$ cat config.mk
export PLATFORM = sky130hd
export DESIGN_NAME = ordering_stream_ctrl
export DESIGN_NICKNAME = d
export VERILOG_FILES = /design/src/rtl/ordering_stream_ctrl.sv
export SDC_FILE = /design/constraint.sdc
export NUM_CORES = 1
export LEC_CHECK = 0
export CAP_MARGIN = 20
export CORE_AREA = 2 2 179 181
export CTS_BUF_LIST = sky130_fd_sc_hd__clkbuf_8
export CTS_CLUSTER_SIZE = 25
export DETAILED_ROUTE_END_ITERATION = 6
export DIE_AREA = 0 0 181 183
export GPL_ROUTABILITY_DRIVEN = 0
export SYNTH_ARGS = -nofsm -noshare
export SYNTH_HDL_FRONTEND = slang
export SYNTH_SLANG_ARGS = --single-unit
$ cat constraint.sdc
create_clock -name clk -period 2.7 [get_ports clk]
set_input_delay 0.27 -clock clk [delete_from_list [all_inputs] [get_ports clk]]
set_output_delay 0.27 -clock clk [all_outputs]
set_load 0.02 [all_outputs]
$ cat src/rtl/ordering_stream_ctrl.sv
// ordering_stream_ctrl: bridges the 8-city-per-beat host ordering stream to
// the per-replica ordering RAM. Write beats are unpacked into single-city RAM
// writes and read beats are packed from single-city RAM reads. Replica and
// city position are tracked internally so the host streams whole tours.
module ordering_stream_ctrl #(
   parameter int ncity        = 31,
   parameter int replica_num  = 32,
   parameter int city_num_log = $clog2(ncity),
   parameter int replica_log  = $clog2(replica_num)
) (
   input  logic                    clk,
   input  logic                    reset,
   input  logic                    ordering_write,
   input  logic [7:0][7:0]         ordering_wdata,
   input  logic                    ordering_read,
   output logic [7:0][7:0]         ordering_rdata,
   output logic                    ordering_ready,
   output logic                    ram_we,
   output logic                    ram_re,
   output logic [replica_log-1:0]  ram_replica,
   output logic [city_num_log-1:0] ram_addr,
   output logic [7:0]              ram_wdata,
   input  logic [7:0]              ram_rdata,
   output logic                    busy
);

   // Every replica is sent as ncity/8+1 beats; slots at or beyond ncity are padding.
   localparam int BEATS = ncity / 8 + 1;
   localparam int SLOTS = BEATS * 8;
   localparam int EW    = $clog2(SLOTS + 1);

   localparam logic [EW-1:0]          NCITY_E   = EW'(ncity);
   localparam logic [EW-1:0]          LAST_SLOT = EW'(SLOTS - 1);
   localparam logic [replica_log-1:0] LAST_REP  = replica_log'(replica_num - 1);

   typedef enum logic [1:0] {
      S_IDLE,
      S_WR,
      S_RD,
      S_RD_LAST
   } state_e;

   typedef enum logic {
      DIR_WR,
      DIR_RD
   } dir_e;

   state_e                  state_q;
   dir_e                    dir_q;
   logic [2:0]              k_q;
   logic [EW-1:0]           elem_q;
   logic [replica_log-1:0]  rep_q;
   logic [7:0][7:0]         wbuf_q;
   logic [7:0][7:0]         rbuf_q;
   logic                    prev_re_q;

   logic [7:0][7:0]         ordering_rdata_q;
   logic                    ordering_ready_q;
   logic                    ram_we_q;
   logic                    ram_re_q;
   logic [7:0]              ram_wdata_q;

   logic                    dir_change;
   logic [EW-1:0]           elem_start;
   logic [replica_log-1:0]  rep_start;
   logic [EW-1:0]           elem_inc;
   logic [EW-1:0]           elem_after;
   logic [replica_log-1:0]  rep_after;
   logic [7:0]              rd_slot;

   // Start position of a new beat, next slot, and the pointer after a finished beat.
   always_comb begin
      // NOTE: every output of this block gets a default first so no latch is inferred.
      dir_change = 1'b0;
      elem_start = elem_q;
      rep_start  = rep_q;
      elem_after = elem_q + EW'(1);
      rep_after  = rep_q;
      if (ordering_write) begin
         dir_change = (dir_q != DIR_WR);
      end else if (ordering_read) begin
         dir_change = (dir_q != DIR_RD);
      end
      if (dir_change) begin
         elem_start = '0;
         rep_start  = '0;
      end
      if (elem_q == LAST_SLOT) begin
         elem_after = '0;
         rep_after  = (rep_q == LAST_REP) ? '0 : rep_q + replica_log'(1);
      end
   end

   assign elem_inc = elem_q + EW'(1);

   // Padding slots were never read from RAM and return zero.
   assign rd_slot = prev_re_q ? ram_rdata : 8'h00;

   // Beat sequencer: owns all pointers, buffers and registered outputs.
   always_ff @(posedge clk or negedge reset) begin
      if (!reset) begin
         state_q          <= S_IDLE;
         dir_q            <= DIR_WR;
         k_q              <= '0;
         elem_q           <= '0;
         rep_q            <= '0;
         // NOTE: the beat buffers are a handful of flops, so they are reset
         // along with everything else rather than left as uninitialised storage.
         wbuf_q           <= '0;
         rbuf_q           <= '0;
         prev_re_q        <= 1'b0;
         ordering_rdata_q <= '0;
         ordering_ready_q <= 1'b0;
         ram_we_q         <= 1'b0;
         ram_re_q         <= 1'b0;
         ram_wdata_q      <= '0;
      end else begin
         // NOTE: non-blocking assignments throughout, so every term on the right
         // is the pre-edge value and the defaults below can be overridden later.
         ordering_ready_q <= 1'b0;
         prev_re_q        <= ram_re_q;
         unique case (state_q)
            S_IDLE: begin
               if (ordering_ready_q) begin
                  // Give the host one cycle to react to a read pulse before restarting.
               end else if (ordering_write) begin
                  wbuf_q      <= ordering_wdata;
                  k_q         <= '0;
                  elem_q      <= elem_start;
                  rep_q       <= rep_start;
                  dir_q       <= DIR_WR;
                  ram_we_q    <= (elem_start < NCITY_E);
                  ram_wdata_q <= ordering_wdata[7];
                  state_q     <= S_WR;
               end else if (ordering_read) begin
                  k_q      <= '0;
                  elem_q   <= elem_start;
                  rep_q    <= rep_start;
                  dir_q    <= DIR_RD;
                  ram_re_q <= (elem_start < NCITY_E);
                  state_q  <= S_RD;
               end else begin
                  elem_q <= '0;
               end
            end
            S_WR: begin
               if (k_q == 3'd7) begin
                  ram_we_q <= 1'b0;
                  elem_q   <= elem_after;
                  rep_q    <= rep_after;
                  state_q  <= S_IDLE;
               end else begin
                  k_q              <= k_q + 3'd1;
                  elem_q           <= elem_inc;
                  ram_we_q         <= (elem_inc < NCITY_E);
                  ram_wdata_q      <= wbuf_q[3'd6 - k_q];
                  ordering_ready_q <= (k_q == 3'd6);
               end
            end
            S_RD: begin
               if (k_q != 3'd0) begin
                  rbuf_q[3'd7 - (k_q - 3'd1)] <= rd_slot;
               end
               if (k_q == 3'd7) begin
                  ram_re_q <= 1'b0;
                  elem_q   <= elem_after;
                  rep_q    <= rep_after;
                  state_q  <= S_RD_LAST;
               end else begin
                  k_q      <= k_q + 3'd1;
                  elem_q   <= elem_inc;
                  ram_re_q <= (elem_inc < NCITY_E);
               end
            end
            S_RD_LAST: begin
               ordering_rdata_q <= {rbuf_q[7:1], rd_slot};
               ordering_ready_q <= 1'b1;
               state_q          <= S_IDLE;
            end
            default: state_q <= S_IDLE;
         endcase
      end
   end

   assign ordering_rdata = ordering_rdata_q;
   assign ordering_ready = ordering_ready_q;
   assign ram_we         = ram_we_q;
   assign ram_re         = ram_re_q;
   assign ram_wdata      = ram_wdata_q;
   assign ram_replica    = rep_q;
   assign ram_addr       = elem_q[city_num_log-1:0];
   assign busy           = (state_q != S_IDLE);

endmodule

==> results <==
## per-layer routing
| layer | share of wire | routed length [um] | track usage |
|---|---|---|---|
| met3 | 0.064 | 1380 | 0.0377 |
| met2 | 0.45 | 9590 | 0.204 |
| met5 | 0 | 0 | 0 |
| met4 | 0.015 | 326 | 0.0328 |
| met1 | 0.47 | 10100 | 0.182 |
## flip-flops by register name, indices dropped and copies added, names as in the netlist
name / flops
rbuf_q: 56
ram_wdata: 8
ram_we: 1
wbuf_q: 64
ram_replica: 5
elem_q: 6
ordering_rdata: 64
state_q: 2
ram_re: 1
dir_q: 1
prev_re_q: 1
k_q: 3
ordering_ready: 1
## repair_timing
action / in CTS / in global routing
setup endpoints to repair: 0 / 1
resized for setup: 0 / 1
hold buffers: 1 / 0
hold endpoints to repair: 79 / 0
## worst paths after layout
| path | end |
|---|---|
| min in group clk | wbuf_q[2] |
| hold reg to reg | rbuf_q[9] |
| hold / removal | wbuf_q[6] |
| setup / recovery | busy |
| setup reg to reg | rbuf_q[21] |
| max in group asynchronous | ordering_rdata[56] |
## logic make-up (layout without fill, tap and decap cells)
logic type,after synthesis,count (layout),synth area share
flip-flops,213,213,0.578
multiplexers,181,181,0.239
AND/OR/NAND/NOR,122,122,0.0669
AO/OA/AOI/OAI,94,94,0.0676
buffers and inverters,54,259,0.0269
adder cells (fa/ha/maj),14,14,0.0190
XOR/XNOR,2,2,0.00271
## layout by cell type (no fill, tap or decap), drive strengths merged, types with 2 or more instances in the layout
cell type	instances
a211oi	8
a21o	8
a21oi	4
a31oi	6
and2	10
and3	3
buf	15
clkbuf	52
clkdlybuf4s50	160
clkinv	3
dfrtp	213
ha	14
inv	28
mux2	154
mux2i	11
mux4	16
nand2	54
nand2b	6
nand3	8
nand3b	5
nand4	5
nor2	17
nor3	3
nor3b	2
o211ai	2
o21a	2
o21ai	44
o221ai	2
o2bb2ai	2
o311ai	2
o31ai	2
or2	2
or3	2
xor2	2
## cell type report
type                            count  area, um2
Clock inverter                     16       88.8
Multi-Input combinational cell    413       3650
Sequential cell                   213       5330
Timing Repair Buffer              176       1790
Fill cell                        3009      19100
Tap cell                          402        503
Inverter                           15       56.3
Clock buffer                       52        716
## per-stage QoR
step	power [mW]	setup WS [ps]	hold slack [ps]	area (um2)	instances
after floorplan	9.93	229	-25.6	9220	680
after global placement	12.3	376	322	11300	1218
after detailed placement	12.5	340	327	11300	1218
after CTS	15.7	78.2	308	12100	1287
after global routing	16.5	161	313	12100	1287
final	15.4	353	316	12100	1287
## report_power, final
| group | internal, mW | switching, mW |
|---|---|---|
| Clock | 1.74 | 1.36 |
| Combinational | 3.53 | 3.12 |
| Sequential | 4.74 | 0.924 |
==> out/metrics.cfg <==
[run_status]
status=complete, no violations

[global_routing]
grt_pass1_vias=6181
grt_pass1_wl_um=34900
antenna_found_initial=0
grt_start_max_net_pins=84
grt.total_usage=0.131
grt-ovfl-total=0

[synthesis]
synth_top_area_frac=0.578
synth_seq_cells=213
synth_area_mm2=0.00922
synth.net_count=770
yosys_warnings=0
synth-edff-count=0
synthArstFlopShare=1.00
avgSynthCellArea_um2=13.6
ys_types=60
synthTopCellsByArea=dfrtp_1, mux2_2, mux4_2, o21ai_0, nand2_1
syn_inst=680
netlist_top_cells_count=dfrtp_1, mux2_2, nand2_1
synth-seq-area-share=0.578
synth_most_common_cell=dfrtp_1
ys.flop_type=dfrtp_1
synth_largest_area_cell=dfrtp_1

[layout]
fin_util=0.389
drive_above_1_share=0.290
areaGrowthSynthToFinish_pct=31.6
nets=949
diodes=0

[die]
start_util=0.295
die_area_mm2=0.0331
core-area_mm2=0.0312
num_rows=65
die_h_um=183
boundaryPins=162
dieWidth_um=181

[worst_setup_path]
cp_common_cell=inv_1
endpoint_kind=output port
critical_path_class=flop to output port
cp_top_family=buffers and inverters
cp_data_required_time_ps=2430
critPathBufInv=3
cp-start-kind=flop
cp_max_fo=19
worst-path-stages=4
startpoint=state_q[0]
r2r_slack_ps=430
reg2reg_depth=7
crit_arrival_ps=2080
slowest_delay_ps=540
slowest_stage=clkdlybuf4s50_1
crit_chain=inv_1 > ha_2 > inv_1 > clkdlybuf4s50_1
r2r_start=k_q[0]

[place]
numPortBuffers=161
dp_hpwl_um=14900

[timing]
rsz0062_at_grt=no
setup_tns_ps=0
max_freq_ghz=0.426
slew_viol_final=0
hold_viol=0
relSlewSlack=0.551
worst_clock_skew_ps=28.6
setup_violations=0
period_share=0.869
post-route-min-period_ps=2350
worst_pin_slew_ps=674

[clock_network]
cts.clk_slew.worst_paths_ps=60
clockBufferDepth=3
post_cts_buffers=0
cts_tree=yes
clock-sinks=213
clk_latency_ps=540
cts.htree.levels=2
cts-root-buf=clkbuf_8
cts_buffers=40

[route]
drc_errors=0
via_count=5969
via_per_inst=4.64
first_iter_violations=228
finalWirelength_um=21400
ant_nets=0
dr.pass1.iters=4
wl_per_cell_um=16.7

[flow_run]
maxCapViolCount=0

[power_and_ir_drop]
peakVddDrop_v=0.000449
power.density_mw_per_mm2=1270
power.leakage_nw=5.25

[min_path]
hold_class=primary input to asynchronous set/reset pin

No activity file was read; power rests on OpenSTA's default activity.
